$ cat src/rtl/timer_ctrl.sv
// timer_ctrl: bus-facing control stage in front of the timer counter core.
// Holds the prescaler/timer configuration, turns CTRL writes into one-cycle
// start/stop pulses for the core and tracks the core's ready handshake with
// a three-state FSM (IDLE -> ARM -> RUN).
// Optional feature macro: TIMER_CTRL_PERIODIC_EN (periodic auto-restart and
// a readable/clearable expiry counter). Without it the block is one-shot only.
module timer_ctrl #(
  parameter logic [7:0] ADDR_CTRL       = 8'h08,
  parameter logic [7:0] ADDR_STATUS     = 8'h09,
  parameter logic [7:0] ADDR_PRESCALER  = 8'h0a,
  parameter logic [7:0] ADDR_TIMER      = 8'h0b,
  parameter logic [7:0] ADDR_EXPIRY_CNT = 8'h0c
) (
  input  logic        clk,
  input  logic        reset_n,
  input  logic        cs,
  input  logic        we,
  input  logic [7:0]  address,
  input  logic [31:0] write_data,
  output logic [31:0] read_data,
  output logic        ready,
  output logic [31:0] core_prescaler_value,
  output logic [31:0] core_timer_value,
  output logic        core_start,
  output logic        core_stop,
  input  logic [31:0] core_curr_timer,
  input  logic        core_ready
);

  typedef enum logic [1:0] {
    ST_IDLE = 2'd0,
    ST_ARM  = 2'd1,
    ST_RUN  = 2'd2
  } state_t;

  state_t      state_q, state_d;
  logic [31:0] prescaler_q, prescaler_d;
  logic [31:0] timer_q, timer_d;
  logic        expired_q, expired_d;
  logic [31:0] expiry_cnt_q, expiry_cnt_d;
  logic        core_start_q, core_start_d;
  logic        core_stop_q, core_stop_d;
  logic        stop_req_q, stop_req_d;

  logic        wr_s;
  logic        wr_ctrl_s;
  logic        wr_status_s;
  logic        wr_presc_s;
  logic        wr_timer_s;
  logic        start_wr_s;
  logic        stop_wr_s;
  logic        idle_s;
  logic        expiry_s;
  logic        periodic_s;

  // Bus write decode; the bus never stalls so ready simply follows cs.
  assign wr_s        = cs & we;
  assign wr_ctrl_s   = wr_s && (address == ADDR_CTRL);
  assign wr_status_s = wr_s && (address == ADDR_STATUS);
  assign wr_presc_s  = wr_s && (address == ADDR_PRESCALER);
  assign wr_timer_s  = wr_s && (address == ADDR_TIMER);
  assign start_wr_s  = wr_ctrl_s & write_data[0];
  assign stop_wr_s   = wr_ctrl_s & write_data[1];
  assign idle_s      = (state_q == ST_IDLE);
  assign ready       = cs;

`ifdef TIMER_CTRL_PERIODIC_EN
  logic periodic_q, periodic_d;
  logic wr_expcnt_s;

  assign wr_expcnt_s = wr_s && (address == ADDR_EXPIRY_CNT);
  assign periodic_s  = periodic_q;

  // Periodic mode bit: writable at any time, sampled at the next expiry.
  always_comb begin
    periodic_d = periodic_q;
    if (wr_ctrl_s) begin
      periodic_d = write_data[2];
    end else begin
      periodic_d = periodic_q;
    end
  end

  // Periodic mode register.
  always_ff @(posedge clk) begin
    if (!reset_n) begin
      periodic_q <= 1'b0;
    end else begin
      periodic_q <= periodic_d;
    end
  end
`else
  assign periodic_s = 1'b0;
`endif

  // Handshake FSM: start/stop pulse generation, stop latching and expiry detect.
  always_comb begin
    state_d      = state_q;
    stop_req_d   = stop_req_q;
    core_start_d = 1'b0;
    core_stop_d  = 1'b0;
    expiry_s     = 1'b0;
    case (state_q)
      ST_IDLE: begin
        stop_req_d = 1'b0;
        if (start_wr_s) begin
          state_d      = ST_ARM;
          core_start_d = 1'b1;
        end else begin
          state_d = ST_IDLE;
        end
      end
      ST_ARM: begin
        if (stop_wr_s) begin
          stop_req_d = 1'b1;
        end else begin
          stop_req_d = stop_req_q;
        end
        // The core has taken the start once it drops ready; any stop that
        // arrived while arming is forwarded on entry to RUN.
        if (!core_ready) begin
          state_d     = ST_RUN;
          core_stop_d = stop_req_q | stop_wr_s;
        end else begin
          state_d = ST_ARM;
        end
      end
      ST_RUN: begin
        if (core_ready) begin
          expiry_s = ~stop_req_q;
          if (periodic_s && !stop_req_q && !stop_wr_s) begin
            state_d      = ST_ARM;
            core_start_d = 1'b1;
          end else begin
            state_d    = ST_IDLE;
            stop_req_d = 1'b0;
          end
        end else if (stop_wr_s && !stop_req_q) begin
          stop_req_d  = 1'b1;
          core_stop_d = 1'b1;
        end else begin
          state_d = ST_RUN;
        end
      end
      default: begin
        state_d    = ST_IDLE;
        stop_req_d = 1'b0;
      end
    endcase
  end

  // Configuration and status next-state: config only changes while idle,
  // a natural expiry beats a same-cycle clear of the sticky expired bit.
  always_comb begin
    prescaler_d  = prescaler_q;
    timer_d      = timer_q;
    expired_d    = expired_q;
    expiry_cnt_d = expiry_cnt_q;
    if (wr_presc_s && idle_s) begin
      prescaler_d = write_data;
    end else begin
      prescaler_d = prescaler_q;
    end
    if (wr_timer_s && idle_s) begin
      timer_d = write_data;
    end else begin
      timer_d = timer_q;
    end
    if (expiry_s) begin
      expired_d = 1'b1;
    end else if (wr_status_s && write_data[1]) begin
      expired_d = 1'b0;
    end else begin
      expired_d = expired_q;
    end
    if (expiry_s) begin
      expiry_cnt_d = expiry_cnt_q + 32'd1;
`ifdef TIMER_CTRL_PERIODIC_EN
    end else if (wr_expcnt_s) begin
      expiry_cnt_d = 32'd0;
`endif
    end else begin
      expiry_cnt_d = expiry_cnt_q;
    end
  end

  // State, configuration and pulse registers.
  always_ff @(posedge clk) begin
    if (!reset_n) begin
      state_q      <= ST_IDLE;
      prescaler_q  <= 32'd0;
      timer_q      <= 32'd0;
      expired_q    <= 1'b0;
      expiry_cnt_q <= 32'd0;
      core_start_q <= 1'b0;
      core_stop_q  <= 1'b0;
      stop_req_q   <= 1'b0;
    end else begin
      state_q      <= state_d;
      prescaler_q  <= prescaler_d;
      timer_q      <= timer_d;
      expired_q    <= expired_d;
      expiry_cnt_q <= expiry_cnt_d;
      core_start_q <= core_start_d;
      core_stop_q  <= core_stop_d;
      stop_req_q   <= stop_req_d;
    end
  end

  assign core_prescaler_value = prescaler_q;
  assign core_timer_value     = timer_q;
  assign core_start           = core_start_q;
  assign core_stop            = core_stop_q;

  // Register read mux; unmapped addresses read zero.
  always_comb begin
    read_data = 32'h0000_0000;
    case (address)
      ADDR_CTRL:       read_data = {29'd0, periodic_s, 2'b00};
      ADDR_STATUS:     read_data = {30'd0, expired_q, ~idle_s};
      ADDR_PRESCALER:  read_data = prescaler_q;
      ADDR_TIMER:      read_data = core_curr_timer;
`ifdef TIMER_CTRL_PERIODIC_EN
      ADDR_EXPIRY_CNT: read_data = expiry_cnt_q;
`else
      ADDR_EXPIRY_CNT: read_data = 32'h0000_0000;
`endif
      default:         read_data = 32'h0000_0000;
    endcase
  end

endmodule

$ cat config.mk
export PLATFORM = sky130hd
export DESIGN_NAME = timer_ctrl
export DESIGN_NICKNAME = d
export VERILOG_FILES = /design/src/rtl/timer_ctrl.sv
export SDC_FILE = /design/constraint.sdc
export NUM_CORES = 1
export LEC_CHECK = 0
export ABC_AREA = 1
export CAP_MARGIN = 20
export CORE_ASPECT_RATIO = 0.9
export CORE_MARGIN = 3
export CORE_UTILIZATION = 41
export DETAILED_ROUTE_END_ITERATION = 6
export PLACE_DENSITY = 0.82
export SLEW_MARGIN = 15
export SYNTH_ARGS = -nofsm -noshare
export SYNTH_HDL_FRONTEND = slang
export SYNTH_SLANG_ARGS = --single-unit
$ cat constraint.sdc
create_clock -name clk -period 3.8 [get_ports clk]
set_clock_uncertainty 0.15 [all_clocks]
set_input_delay 0.57 -clock clk [delete_from_list [all_inputs] [get_ports clk]]
set_output_delay 0.57 -clock clk [all_outputs]
set_load 0.01 [all_outputs]
==> reports/results.txt <==
Crit path arrival time = 2.57 ns
I/O pin total = 176
MaxCap Viol Count = 0
Ys Warns = 0
initial core utilization = 0.427
synthesized area = 0.00304 mm²
fin. max-slew vios = 0
Worst-Skew Late Latency = 0.34 ns
port bufs = 175
DRT Pass-1 Iters = 4
largest net degree at the start of global routing = 68
Core Util, Final = 0.714
Clock power frac = 0.462
Crit. End Element = primary output
CTS clk-pin slew, worst paths = 0.07 ns
global-route wire length before repair = 15200 µm
dpl ws = 0.512 ns
share of post-route cells with drive strength above 1 = 0.0426
# resized after CTS = 0
Clock Path Buffers = 2
number of global-route vias before repair = 3191
Synth cell types = 22
CP Data Required Time = 3.08 ns
PnR worst setup slack = 0.506 ns
most instantiated cells after synthesis = inv_1 (79), dfxtp_1 (70), a21oi_1 (69), o21ai_0 (69), nand2_1 (45)
Final Hold Vio Count = 0
Post-Syn Nets = 500
Leak Pwr = 1.75 nW
gpl congestion = 0.861
PwrDens = 315 mW/mm²
switch share = 0.207
Comb pwr share = 0.079
Flop pwr share = 0.459
Max FO, Critical Path = 31
cell count after synthesis = 419
Area after DPL = 0.00484 mm²
Final period util = 0.867
Worst Setup Start Kind = input port
Antenna Nets Post-Route = 0
EDFF count, synth = 0
via count = 3332
DR iter-0 viols = 135
total power draw = 0.00160 W
Final setup violation count = 0
Die X = 96.7 µm
top-area cell type share of the netlist area = 0.461
hold_buf cts = 0
Internal Power = 0.00127 W
residual DRC count = 0
worst min-delay path category = register to register
Post-synth ARST share = 0
CTS root buf = clkbuf_8
Layout Nets = 664
post-detail-place hpwl = 7250 µm
top-count cell post-synth = inv_1
final wirelength = 9560 µm
Final Cell Area = 0.00508 mm²
Setup TNS Final = 0 ns
# diodes = 0
ys flop type = dfxtp_1
initial antenna violation count = 0
register bit total from synthesis = 70
Switch Pwr = 0.000331 W
RSZ-0062 raised after global routing = false
post-CTS setup buffers = 0
Worst IR Drop VDD = 0.370 mV
wire per inst = 14.1 µm
Post-Syn Area per Cell = 7.25 µm²
worst-margin pin slew = 0.974 ns
Sink Count = 70
Core Region = 0.00711 mm²
register area share after synthesis = 0.461
Max Clock Freq = 0.304 GHz
Setup CP Type = input port to primary output
clock buffer count from CTS = 9
Area contributors post-synth = dfxtp_1 (46%), a21oi_1 (11%), o21ai_0 (11%)
std cell rows = 29
post-DR vias/cell = 4.90
GRT Util Overall = 0.220
min Tclk post-route = 3.29 ns
full die area = 0.00848 mm²
Slew headroom = 0.350
outcome = complete, no violations
DIE HEIGHT = 87.7 µm
largest area contributor in the netlist = dfxtp_1
Syn-to-layout area delta = 67.3%
H-tree depth = 3
CTS tree = built
total gr overflow = 0
critical path, cell delays in order:
cell             delay [ns]
clkdlybuf4s50_1        0.40
nor2_1                 0.16
nand2_2                0.13
nor2_4                 0.15
nand2_1                0.09
buf_4                  0.23
o21ai_0                0.26
clkdlybuf4s50_1        0.59
final timing paths:
check / start / to / cells after the start / slack, ns
worst max-delay path: address[5] / read_data[19] / 8 / 0.51
worst min-delay path: core_timer_value[5] / core_timer_value[5] / 2 / 0.30
worst max register to register: state_q[1] / core_prescaler_value[27] / 8 / 1.59
worst min register to register: core_timer_value[5] / core_timer_value[5] / 2 / 0.30
routing by layer:
layer  track usage  routed length (µm)  vias up
met1         0.251                4030     1484
met3        0.0780                 711       21
met4        0.0714                 180        0
met5             0                   0        -
li1              -                   -     1695
met2         0.388                4630      132
registers in the layout (all words and copies together), names as in the netlist:
name and cells:
core_prescaler_value 32, core_start 1, core_stop 1, core_timer_value 32, expired_q 1, state_q 2, stop_req_q 1
area by class of cell:
type	count	area (µm²)
Multi-Input combinational cell	244	1230
Inverter	79	297
Tap cell	93	116
Clock buffer	10	138
Clock inverter	5	106
Sequential cell	70	1400
Timing Repair Buffer	179	1800
Fill cell	610	2030
per-stage QoR:
step / instances / hold WS, ns
after CTS: 680 / 0.300
final: 680 / 0.298
after global routing: 680 / 0.314
after floorplan: 419 / 0.300
after detailed placement: 665 / 0.289
after global placement: 664 / 0.283
cells by family (layout without fill, tap and decap cells):
kind of cell,count (synthesis),in the layout,synth area share
simple gates,70,70,0.103
flops,70,70,0.461
fa+ha+maj,4,4,0.0165
compound gates,170,170,0.284
buf+inv,105,273,0.135
cell usage in the layout, fill, tap and decap left out, types with 2 or more instances in the layout:
master             n
clkdlybuf4s50_1  174
inv_1             79
dfxtp_1           70
o21ai_0           69
a21oi_1           69
nand2_1           45
o21ai_1           28
clkbuf_8          10
nor2_1             8
nand3_1            7
ha_1               4
nand4_1            3
bufinv_16          3
buf_4              3
nand2_2            2
nor3_1             2
power by group through the flow:
stage               Combinational, W  Sequential, W  Clock, W
CTS                         0.000127       0.000734  0.000754
finish                      0.000127       0.000734  0.000738
floorplan                  0.0000327       0.000752         0
global placement            0.000125       0.000751         0
global route                0.000138       0.000734  0.000784
detailed placement          0.000126       0.000751         0
Note: power is estimated with default switching activity, not from simulation.
